--- config.mk ---
export PLATFORM = sky130hd
export DESIGN_NAME = nibble_serial_adder
export DESIGN_NICKNAME = d
export VERILOG_FILES = /design/src/rtl/nibble_serial_adder_pkg.sv /design/src/rtl/cla_nibble.sv /design/src/rtl/nibble_serial_adder.sv
export SDC_FILE = /design/constraint.sdc
export NUM_CORES = 1
export LEC_CHECK = 0
export ABC_AREA = 0
export CAP_MARGIN = 10
export CORE_MARGIN = 2
export CORE_UTILIZATION = 54
export DETAILED_ROUTE_END_ITERATION = 8
export PLACE_DENSITY = 0.84
export SETUP_SLACK_MARGIN = 0.05
export SYNTH_ARGS = -nofsm -noshare
export SYNTH_HDL_FRONTEND = slang
export SYNTH_HIERARCHICAL = 1
export SYNTH_SLANG_ARGS = --single-unit
export TNS_END_PERCENT = 5
--- constraint.sdc ---
create_clock -name clk -period 3.86 [get_ports clk]
set_clock_uncertainty 0.1 [all_clocks]
set_input_delay 0.772 -clock clk [delete_from_list [all_inputs] [get_ports clk]]
set_output_delay 0.772 -clock clk [all_outputs]
set_load 0.05 [all_outputs]
--- src/rtl/nibble_serial_adder_pkg.sv ---
// ============================================================================
//  Module   : nibble_serial_adder_pkg
//  Brief    : Shared types, constants and WIDTH legality check for the
//             nibble-serial adder.
//  Revision : 1.0 - initial release
// ============================================================================
`default_nettype none

package nibble_serial_adder_pkg;

    localparam int NIBBLE_W = 4;

    typedef enum logic [1:0] {
        IDLE = 2'd0,
        RUN  = 2'd1,
        DONE = 2'd2
    } state_t;

    function automatic bit width_ok(input int width);
        return ((width % NIBBLE_W) == 0) && (width >= 2 * NIBBLE_W);
    endfunction

endpackage

`default_nettype wire

--- src/rtl/cla_nibble.sv ---
// ============================================================================
//  Module   : cla_nibble
//  Brief    : Combinational 4-bit carry-lookahead adder slice.
//  Revision : 1.0 - initial release
// ============================================================================
`default_nettype none

module cla_nibble (
    input  logic [3:0] a,
    input  logic [3:0] b,
    input  logic       cin,
    output logic [3:0] sum,
    output logic       cout
);

    logic [3:0] w_p;
    logic [3:0] w_g;
    logic [4:0] w_c;

    assign w_p = a ^ b;
    assign w_g = a & b;

    // Every carry is a flat sum of products of generate/propagate terms.
    assign w_c[0] = cin;
    assign w_c[1] = w_g[0] | (w_p[0] & cin);
    assign w_c[2] = w_g[1] | (w_p[1] & w_g[0]) | (w_p[1] & w_p[0] & cin);
    assign w_c[3] = w_g[2] | (w_p[2] & w_g[1]) | (w_p[2] & w_p[1] & w_g[0])
                  | (w_p[2] & w_p[1] & w_p[0] & cin);
    assign w_c[4] = w_g[3] | (w_p[3] & w_g[2]) | (w_p[3] & w_p[2] & w_g[1])
                  | (w_p[3] & w_p[2] & w_p[1] & w_g[0])
                  | (w_p[3] & w_p[2] & w_p[1] & w_p[0] & cin);

    assign sum  = w_p ^ w_c[3:0];
    assign cout = w_c[4];

endmodule

`default_nettype wire

--- src/rtl/nibble_serial_adder.sv ---
// ============================================================================
//  Module   : nibble_serial_adder
//  Brief    : WIDTH-bit adder stepping one nibble per clock through a CLA
//             slice. Define NIBBLE_SERIAL_ADDER_SUB_EN to add a subtract port.
//  Revision : 1.0 - initial release
// ============================================================================
`default_nettype none

module nibble_serial_adder
    import nibble_serial_adder_pkg::*;
#(
    parameter int WIDTH = 16
) (
    input  logic             clk,
    input  logic             rst_n,
    input  logic             in_valid,
    output logic             in_ready,
    input  logic [WIDTH-1:0] a,
    input  logic [WIDTH-1:0] b,
    input  logic             cin,
`ifdef NIBBLE_SERIAL_ADDER_SUB_EN
    input  logic             sub,
`endif
    output logic             out_valid,
    input  logic             out_ready,
    output logic [WIDTH-1:0] sum,
    output logic             cout,
    output logic             ovf
);

    localparam int NIB   = WIDTH / NIBBLE_W;
    localparam int CNT_W = (NIB > 1) ? $clog2(NIB) : 1;

    if (!width_ok(WIDTH)) begin : g_width_check
        $error("nibble_serial_adder: WIDTH must be a multiple of 4 and >= 8");
    end

    state_t           r_state_q,     w_state_d;
    logic             r_in_ready_q,  w_in_ready_d;
    logic             r_out_valid_q, w_out_valid_d;
    logic [WIDTH-1:0] r_a_q,         w_a_d;
    logic [WIDTH-1:0] r_b_q,         w_b_d;
    logic [WIDTH-1:0] r_sum_q,       w_sum_d;
    logic             r_carry_q,     w_carry_d;
    logic [CNT_W-1:0] r_cnt_q,       w_cnt_d;
    logic             r_cout_q,      w_cout_d;
    logic             r_ovf_q,       w_ovf_d;
    logic             r_a_msb_q,     w_a_msb_d;
    logic             r_b_msb_q,     w_b_msb_d;

    logic [WIDTH-1:0] w_b_eff;
    logic             w_cin_eff;
    logic [3:0]       w_slice_sum;
    logic             w_slice_cout;

    // Subtraction folds into the adder as a + ~b + 1, resolved at capture.
`ifdef NIBBLE_SERIAL_ADDER_SUB_EN
    assign w_b_eff   = sub ? ~b : b;
    assign w_cin_eff = sub | cin;
`else
    assign w_b_eff   = b;
    assign w_cin_eff = cin;
`endif

    cla_nibble u_cla_nibble (
        .a    (r_a_q[3:0]),
        .b    (r_b_q[3:0]),
        .cin  (r_carry_q),
        .sum  (w_slice_sum),
        .cout (w_slice_cout)
    );

    always_comb begin
        w_state_d     = r_state_q;
        w_out_valid_d = r_out_valid_q;
        w_a_d         = r_a_q;
        w_b_d         = r_b_q;
        w_sum_d       = r_sum_q;
        w_carry_d     = r_carry_q;
        w_cnt_d       = r_cnt_q;
        w_cout_d      = r_cout_q;
        w_ovf_d       = r_ovf_q;
        w_a_msb_d     = r_a_msb_q;
        w_b_msb_d     = r_b_msb_q;

        case (r_state_q)
            IDLE: begin
                if (in_valid && r_in_ready_q) begin
                    w_a_d     = a;
                    w_b_d     = w_b_eff;
                    w_carry_d = w_cin_eff;
                    w_a_msb_d = a[WIDTH-1];
                    w_b_msb_d = w_b_eff[WIDTH-1];
                    w_cnt_d   = '0;
                    w_state_d = RUN;
                end
            end
            RUN: begin
                w_sum_d   = {w_slice_sum, r_sum_q[WIDTH-1:NIBBLE_W]};
                w_a_d     = {{NIBBLE_W{1'b0}}, r_a_q[WIDTH-1:NIBBLE_W]};
                w_b_d     = {{NIBBLE_W{1'b0}}, r_b_q[WIDTH-1:NIBBLE_W]};
                w_carry_d = w_slice_cout;
                w_cnt_d   = r_cnt_q + 1'b1;
                if (r_cnt_q == CNT_W'(NIB - 1)) begin
                    w_state_d     = DONE;
                    w_out_valid_d = 1'b1;
                    w_cout_d      = w_slice_cout;
                    w_ovf_d       = (r_a_msb_q == r_b_msb_q) && (w_slice_sum[3] != r_a_msb_q);
                end
            end
            DONE: begin
                if (r_out_valid_q && out_ready) begin
                    w_out_valid_d = 1'b0;
                    w_state_d     = IDLE;
                end
            end
            default: w_state_d = IDLE;
        endcase

        w_in_ready_d = (w_state_d == IDLE);
    end

    always_ff @(posedge clk) begin
        if (!rst_n) begin
            r_state_q     <= IDLE;
            r_in_ready_q  <= 1'b0;
            r_out_valid_q <= 1'b0;
            r_a_q         <= '0;
            r_b_q         <= '0;
            r_sum_q       <= '0;
            r_carry_q     <= 1'b0;
            r_cnt_q       <= '0;
            r_cout_q      <= 1'b0;
            r_ovf_q       <= 1'b0;
            r_a_msb_q     <= 1'b0;
            r_b_msb_q     <= 1'b0;
        end else begin
            r_state_q     <= w_state_d;
            r_in_ready_q  <= w_in_ready_d;
            r_out_valid_q <= w_out_valid_d;
            r_a_q         <= w_a_d;
            r_b_q         <= w_b_d;
            r_sum_q       <= w_sum_d;
            r_carry_q     <= w_carry_d;
            r_cnt_q       <= w_cnt_d;
            r_cout_q      <= w_cout_d;
            r_ovf_q       <= w_ovf_d;
            r_a_msb_q     <= w_a_msb_d;
            r_b_msb_q     <= w_b_msb_d;
        end
    end

    assign in_ready  = r_in_ready_q;
    assign out_valid = r_out_valid_q;
    assign sum       = r_sum_q;
    assign cout      = r_cout_q;
    assign ovf       = r_ovf_q;

endmodule

`default_nettype wire

### Word-level counts from Yosys, hierarchy flattened

Index checks and enable logic that the tools add are counted.

| word-level totals | value |
|---|---|
| output and inout port bits | 20 |
| logic and storage cells | 76 |
| flip-flop bits (word level) | 59 |
| memory bits (read-only) | 0 |
| memories | 0 |
| latch bits | 0 |
| input bits | 37 |
| RAM bits | 0 |

| operators by class | value |
|---|---|
| $add $sub $neg | 1 |
| eq/ne operators | 8 |
| order comparisons | 0 |
| mux-type cells | 15 |
| multiply operators | 0 |
| divide/modulo/power cells | 0 |
| reduce and logical (&&, ||, !) cells | 11 |
| bitwise gates (word level) | 29 |
| shift-type cells | 0 |

Operators by type and width:

| kind | number |
|---|---|
| 16-bit case mux with 2 select lines | 2 |
| 16-bit 2-to-1 mux | 2 |
| 1-bit bitwise AND | 16 |
| 1-bit bitwise OR | 10 |
| 2-bit 2-to-1 mux | 4 |
| 4-bit XOR | 2 |
| 2-bit != test (second input constant) | 3 |
| 2-bit case mux with 3 select lines | 1 |
| 2-bit AND reduction | 3 |
| 4-bit bitwise AND | 1 |
| 2-bit == test (second input constant) | 2 |
| 2-bit zero test | 2 |
| 1-bit case mux with 2 select lines | 2 |
| 2-bit case mux with 2 select lines | 1 |
| 2-bit nonzero test | 2 |
| 1-bit logical AND | 3 |
| 1-bit 2-to-1 mux | 3 |
| 3-bit AND reduction | 1 |
| 2-bit by 1-bit adder with 2-bit output (second input constant) | 1 |
| 2-bit by 1-bit == test with 1-bit output (second input constant) | 1 |
| 1-bit == test | 1 |
| 1-bit != test | 1 |

### Longest topological paths before layout

| depth | value |
|---|---|
| depth in word-level cells | 8 |
| mapped depth | 8 |
| depth with buffers taken out | 7 |

### Hierarchy

The synthesis kept the hierarchy.

Modules (own cells, without submodules):

| module | cells an instance | sequential area each (µm²) | area an instance (µm²) | times used |
|---|---|---|---|---|
| nibble_serial_adder | 255 | 1181.1 | 2522.4 | 1 |
| cla_nibble | 17 | 0.0 | 147.6 | 1 |

### Worst setup path after synthesis

OpenSTA, ideal clock, no wires.

| timing path | value |
|---|---|
| path kind | register to register |
| start | register r_a_q[0] |
| end | register r_ovf_q, in the netlist ovf |
| arrival time | 1570 ps |
| setup slack | 2059 ps |
| cell stages (with the launch flop) | 8 |
| period minus slack after synthesis | 1801 ps |
| data required time | 3629 ps |
| buffers on the path | 0 |
| library setup time | 131 ps |
| cells stage by stage | dfxtp_1 -> ha_1 -> a21o_1 -> a31o_1 -> xor2_1 -> nor2b_1 -> a221oi_1 -> nor3_1 |

| between the ends | value |
|---|---|
| word-level cells in the longest chain between the ends | 7 |
| elaborated cells on any way between the ends | 10 |
| those cells by class | 1 x eq/ne; 8 x bitwise; 1 x reduce/logical |

RTL lines:

| item | line | source |
|---|---|---|
| from (decl) | nibble_serial_adder.sv:41 | `logic [WIDTH-1:0] r_a_q, w_a_d;` |
| from (signal assigned) | nibble_serial_adder.sv:141 | `r_a_q <= w_a_d;` |
| 4-bit bitwise AND / 4-bit XOR (equally long branches) | cla_nibble.sv:21, cla_nibble.sv:20 |  |
| 1-bit bitwise AND (on tied branches) | cla_nibble.sv:27, cla_nibble.sv:28 |  |
| 1-bit bitwise OR / 1-bit bitwise AND (equally long branches) | cla_nibble.sv:27, cla_nibble.sv:28 |  |
| 1-bit bitwise OR * | cla_nibble.sv:28 | `\| (w_p[2] & w_p[1] & w_p[0] & cin);` |
| 4-bit XOR * | cla_nibble.sv:33 | `assign sum = w_p ^ w_c[3:0];` |
| named net w_slice_sum[3] | nibble_serial_adder.sv:53 | `logic [3:0] w_slice_sum;` |
| 1-bit != test * | nibble_serial_adder.sv:108 | `w_ovf_d = (r_a_msb_q == r_b_msb_q) && (w_slice_sum[3] != r_a_msb_q);` |
| 1-bit logical AND * | nibble_serial_adder.sv:108 |  |
| to (signal assigned) | nibble_serial_adder.sv:147 | `r_ovf_q <= w_ovf_d;` |
| to (decl) | nibble_serial_adder.sv:47 | `logic r_ovf_q, w_ovf_d;` |

The timed path passes the listed nets; every way through them passes the cells marked *.
A chain may end at the register's enable or synchronous reset.

### Worst setup path in the final report

| timing path | value |
|---|---|
| start | input in_valid |
| end | register r_a_q[3] |

| between the ends | value |
|---|---|
| word-level cells in the longest chain between the ends | 3 |

RTL lines:

| item | line | source |
|---|---|---|
| from (decl) | nibble_serial_adder.sv:16 | `input logic in_valid,` |
| 1-bit logical AND | nibble_serial_adder.sv:88 | `if (in_valid && r_in_ready_q) begin` |
| 2-bit != test (no source line) | n/a |  |
| 2-bit AND reduction (no source line) | n/a |  |

No other way between the ends.

==> metrics.md <==
| Metric | Value |
|---|---|
| Std cell rows | 25 |
| Cell internal pwr | 1020 uW |
| Post-DP HPWL | 3.84 mm |
| Die area | 5520 sq um |
| Total grt overflow | 0 |
| Mean post-synth cell area | 9.82 sq um |
| # resized after CTS | 0 |
| Hold bufs inserted after CTS | 0 |
| Die X-Extent | 74.3 um |
| Yosys warnings | 6 |
| Async SR Flop Fraction | 0% |
| I/O Buffers | 56 |
| Final Cycle Share | 65.6% |
| CTS tree | built |
| Hold Path Sink | cout |
| Period minus WS final | around 2.5 ns |
| Gpl congestion | 0.746 |
| # IOs | 57 |
| Clk slew on worst S/H paths | 0.06 ns |
| DR vias | about 2200 |
| Sw Ratio | between 20 and 30% |
| Logic pwr share | roughly a fifth |
| Reg2Reg Setup Slack | 1.33 ns |
| Final ANT Viol Nets | 0 |
| WS Path Type | primary input to flop |
| Final wirelength | 6.03 mm |
| Skew-Pair Late Insertion Delay | roughly 0.33 ns |
| Critical path capture point type | flop |
| Main flop type after synthesis | dfxtp_1 |
| Pleak | 0.00123 uW |
| Finished Cell Area | 3370 sq um |
| DR iter-0 viols | 151 |
| Root Buffer | clkbuf_8 |
| Syn Inst Count | 272 |
| Status | finished clean |
| Slew Limit Fails | 0 |
| Startpoint of the worst register-to-register path | r_state_q[1] |
| Post-synth EDFFs | 0 |
| Die H | 74.3 um |
| Crit path DAT | 2.62 ns |
| Final-report setup violation count | 0 |
| Hold crit path type | flop to flop |
| Maximum vdd drop | 245 uV |
| PwrDens | 420 nW/um^2 |
| Switching pwr | 394 uW |
| Setup TNS | 0 ns |
| Nets | 366 |
| Layout cell share with drive strength beyond 1 | under 10% |
| Register bit total from synthesis | approximately 60 |
| Largest net degree at the start of global routing | 59 |
| Setup repair bufs after CTS | 0 |
| H-tree levels | 3 |
| Drc violations | 0 |
| Layout area overhead | 26.1% |
| Unrepaired setup endpoints after global routing | no |
| First-pass GRT wire length | 9.26 mm |
| Antenna Cells | 0 |
| Placed cell area | 3210 sq um |
| Clock buffer depth | 2 |
| Crit path launch type | primary input |
| Initial Util | 56.2% |
| Most frequent cells in the layout | dfxtp_1 (59), clkdlybuf4s50_1 (56), mux2i_1 (41), nor2_1 (26), nor3_1 (26) |
| Mapped Area | 2670 sq um |
| Num CTS Buffers | 9 |
| Worst EP required | around 4.0 ns |
| Core area | 4750 sq um |
| Hold Violations, Final | 0 |
| Register share of total power | a little under half |
| Max Fclk | 395 MHz |
| Via-to-Cell Ratio | ~5.7 |
| R2R depth | 6 |
| Yosys cell types | 38 |
| GRT Overall Usage | between 20% and 30% |
| Clk sink count | 59 |
| RR Endpoint | in_ready |
| Post-Syn Nets | 319 |
| Wire per inst | 15.5 um |
| Initial antenna violation count | 0 |
| Slew HR | 35.3% |
| Crit path max fanout | 15 |
| Detailed Routing Iterations Pass 1 | 4 |
| Register area share after synthesis | 44.2% |
| Vias in the first global route | 2019 |
| Filler cell count | 377 |
| Tightest Pin Transition | 0.970 ns |
| Commonest non-fill, non-tap cell in the layout | dfxtp_1 |
| Hold Path Origin | cout |
| MaxCap Viol Count | 0 |
| WHS Path Cells | 2 |
| Share of power burned in the clock network | 32.9% |
## metrics by stage
step	total power, uW	setup WS [ns]	instances	util (%)	hold slack (ns)
floorplan	877	2.06	272	-	0.345
global route	1470	1.19	390	70.8	0.404
finish	1420	1.33	390	70.8	0.382
global placement	948	1.09	375	67.5	0.348
CTS	1420	1.34	390	70.8	0.376
detailed placement	956	1.03	375	67.5	0.368
## critical path, stage by stage
cell and delay, ns:
clkdlybuf4s50_1 0.54, nand3_1 0.43, nand2_1 0.48, buf_4 0.29, a211oi_1 0.10
## synth_stat cells, types with 2 or more instances
| cell type | count | area share [%] |
|---|---|---|
| nor3_1 | 26 | 4.9 |
| dfxtp_1 | 59 | 44 |
| a211oi_1 | 25 | 7.0 |
| xnor2_1 | 2 | 0.66 |
| buf_2 | 6 | 1.1 |
| a31oi_1 | 2 | 0.47 |
| ha_1 | 9 | 4.2 |
| buf_4 | 6 | 1.7 |
| clkbuf_1 | 8 | 1.1 |
| inv_1 | 9 | 1.3 |
| a21oi_1 | 8 | 1.5 |
| nand3_1 | 5 | 0.94 |
| nand2_1 | 7 | 0.98 |
| mux2i_1 | 41 | 15 |
| a32oi_1 | 8 | 2.6 |
| a21o_1 | 3 | 0.84 |
| nor2_1 | 26 | 3.7 |
| buf_6 | 2 | 0.84 |
## layout make-up
cell class                      instances  area (sq um)  area share, %
Multi-Input combinational cell        181          1330           39.4
Sequential cell                        59          1180           35.1
Timing Repair Buffer                   59           583           17.3
Clock buffer                           12           145           4.31
Tap cell                               67          83.8           2.49
Inverter                                9          33.8           1.00
Clock inverter                          3          15.0          0.446
## registers in the layout, summed over array words and instances (netlist names), 2 cells and up
register / count
r_cnt_q: 2
r_b_q: 16
sum: 16
r_a_q: 16
r_state_q: 2
## cells by family after synthesis
family	share of synthesized area, %
xor+xnor	0.984
mux	15.4
buf+inv	6.19
compound gates	15.0
simple gates	13.3
fa+ha+maj	4.97
flops	44.2
## how the worst max path moves through the flow
| stage | cells after the start | end | from | slack, ns |
|---|---|---|---|---|
| 4_1_cts | 6 | in_ready | r_state_q[1] | 1.34 |
| 6_report | 5 | r_a_q[3] | in_valid | 1.33 |
| 3_5_place_dp | 5 | r_a_q[3] | in_valid | 1.03 |
| 5_1_grt | 5 | r_a_q[3] | in_valid | 1.19 |
| 2_1_floorplan | 7 | ovf | r_a_q[0] | 2.06 |
| 3_3_place_gp | 5 | r_a_q[11] | in_valid | 1.09 |
## metal layers
metal / routed length (um) / vias to the layer above / share of wire, % / track usage (%)
met3: 301 / 11 / 5.0 / 3.93
met1: 2590 / 1046 / 43 / 27.1
li1: - / 1082 / - / -
met5: 0 / - / 0 / 0
met2: 3050 / 65 / 51 / 37.7
met4: 82 / 0 / 1.4 / 10.3
## power by group through the flow
stage	logic, uW	clock network [uW]	registers [uW]
finish	271	466	678
global route	294	495	681
CTS	270	473	677
detailed placement	266	0	690
global placement	260	0	688
floorplan	178	0	700
No activity file was read; power rests on OpenSTA's default activity.
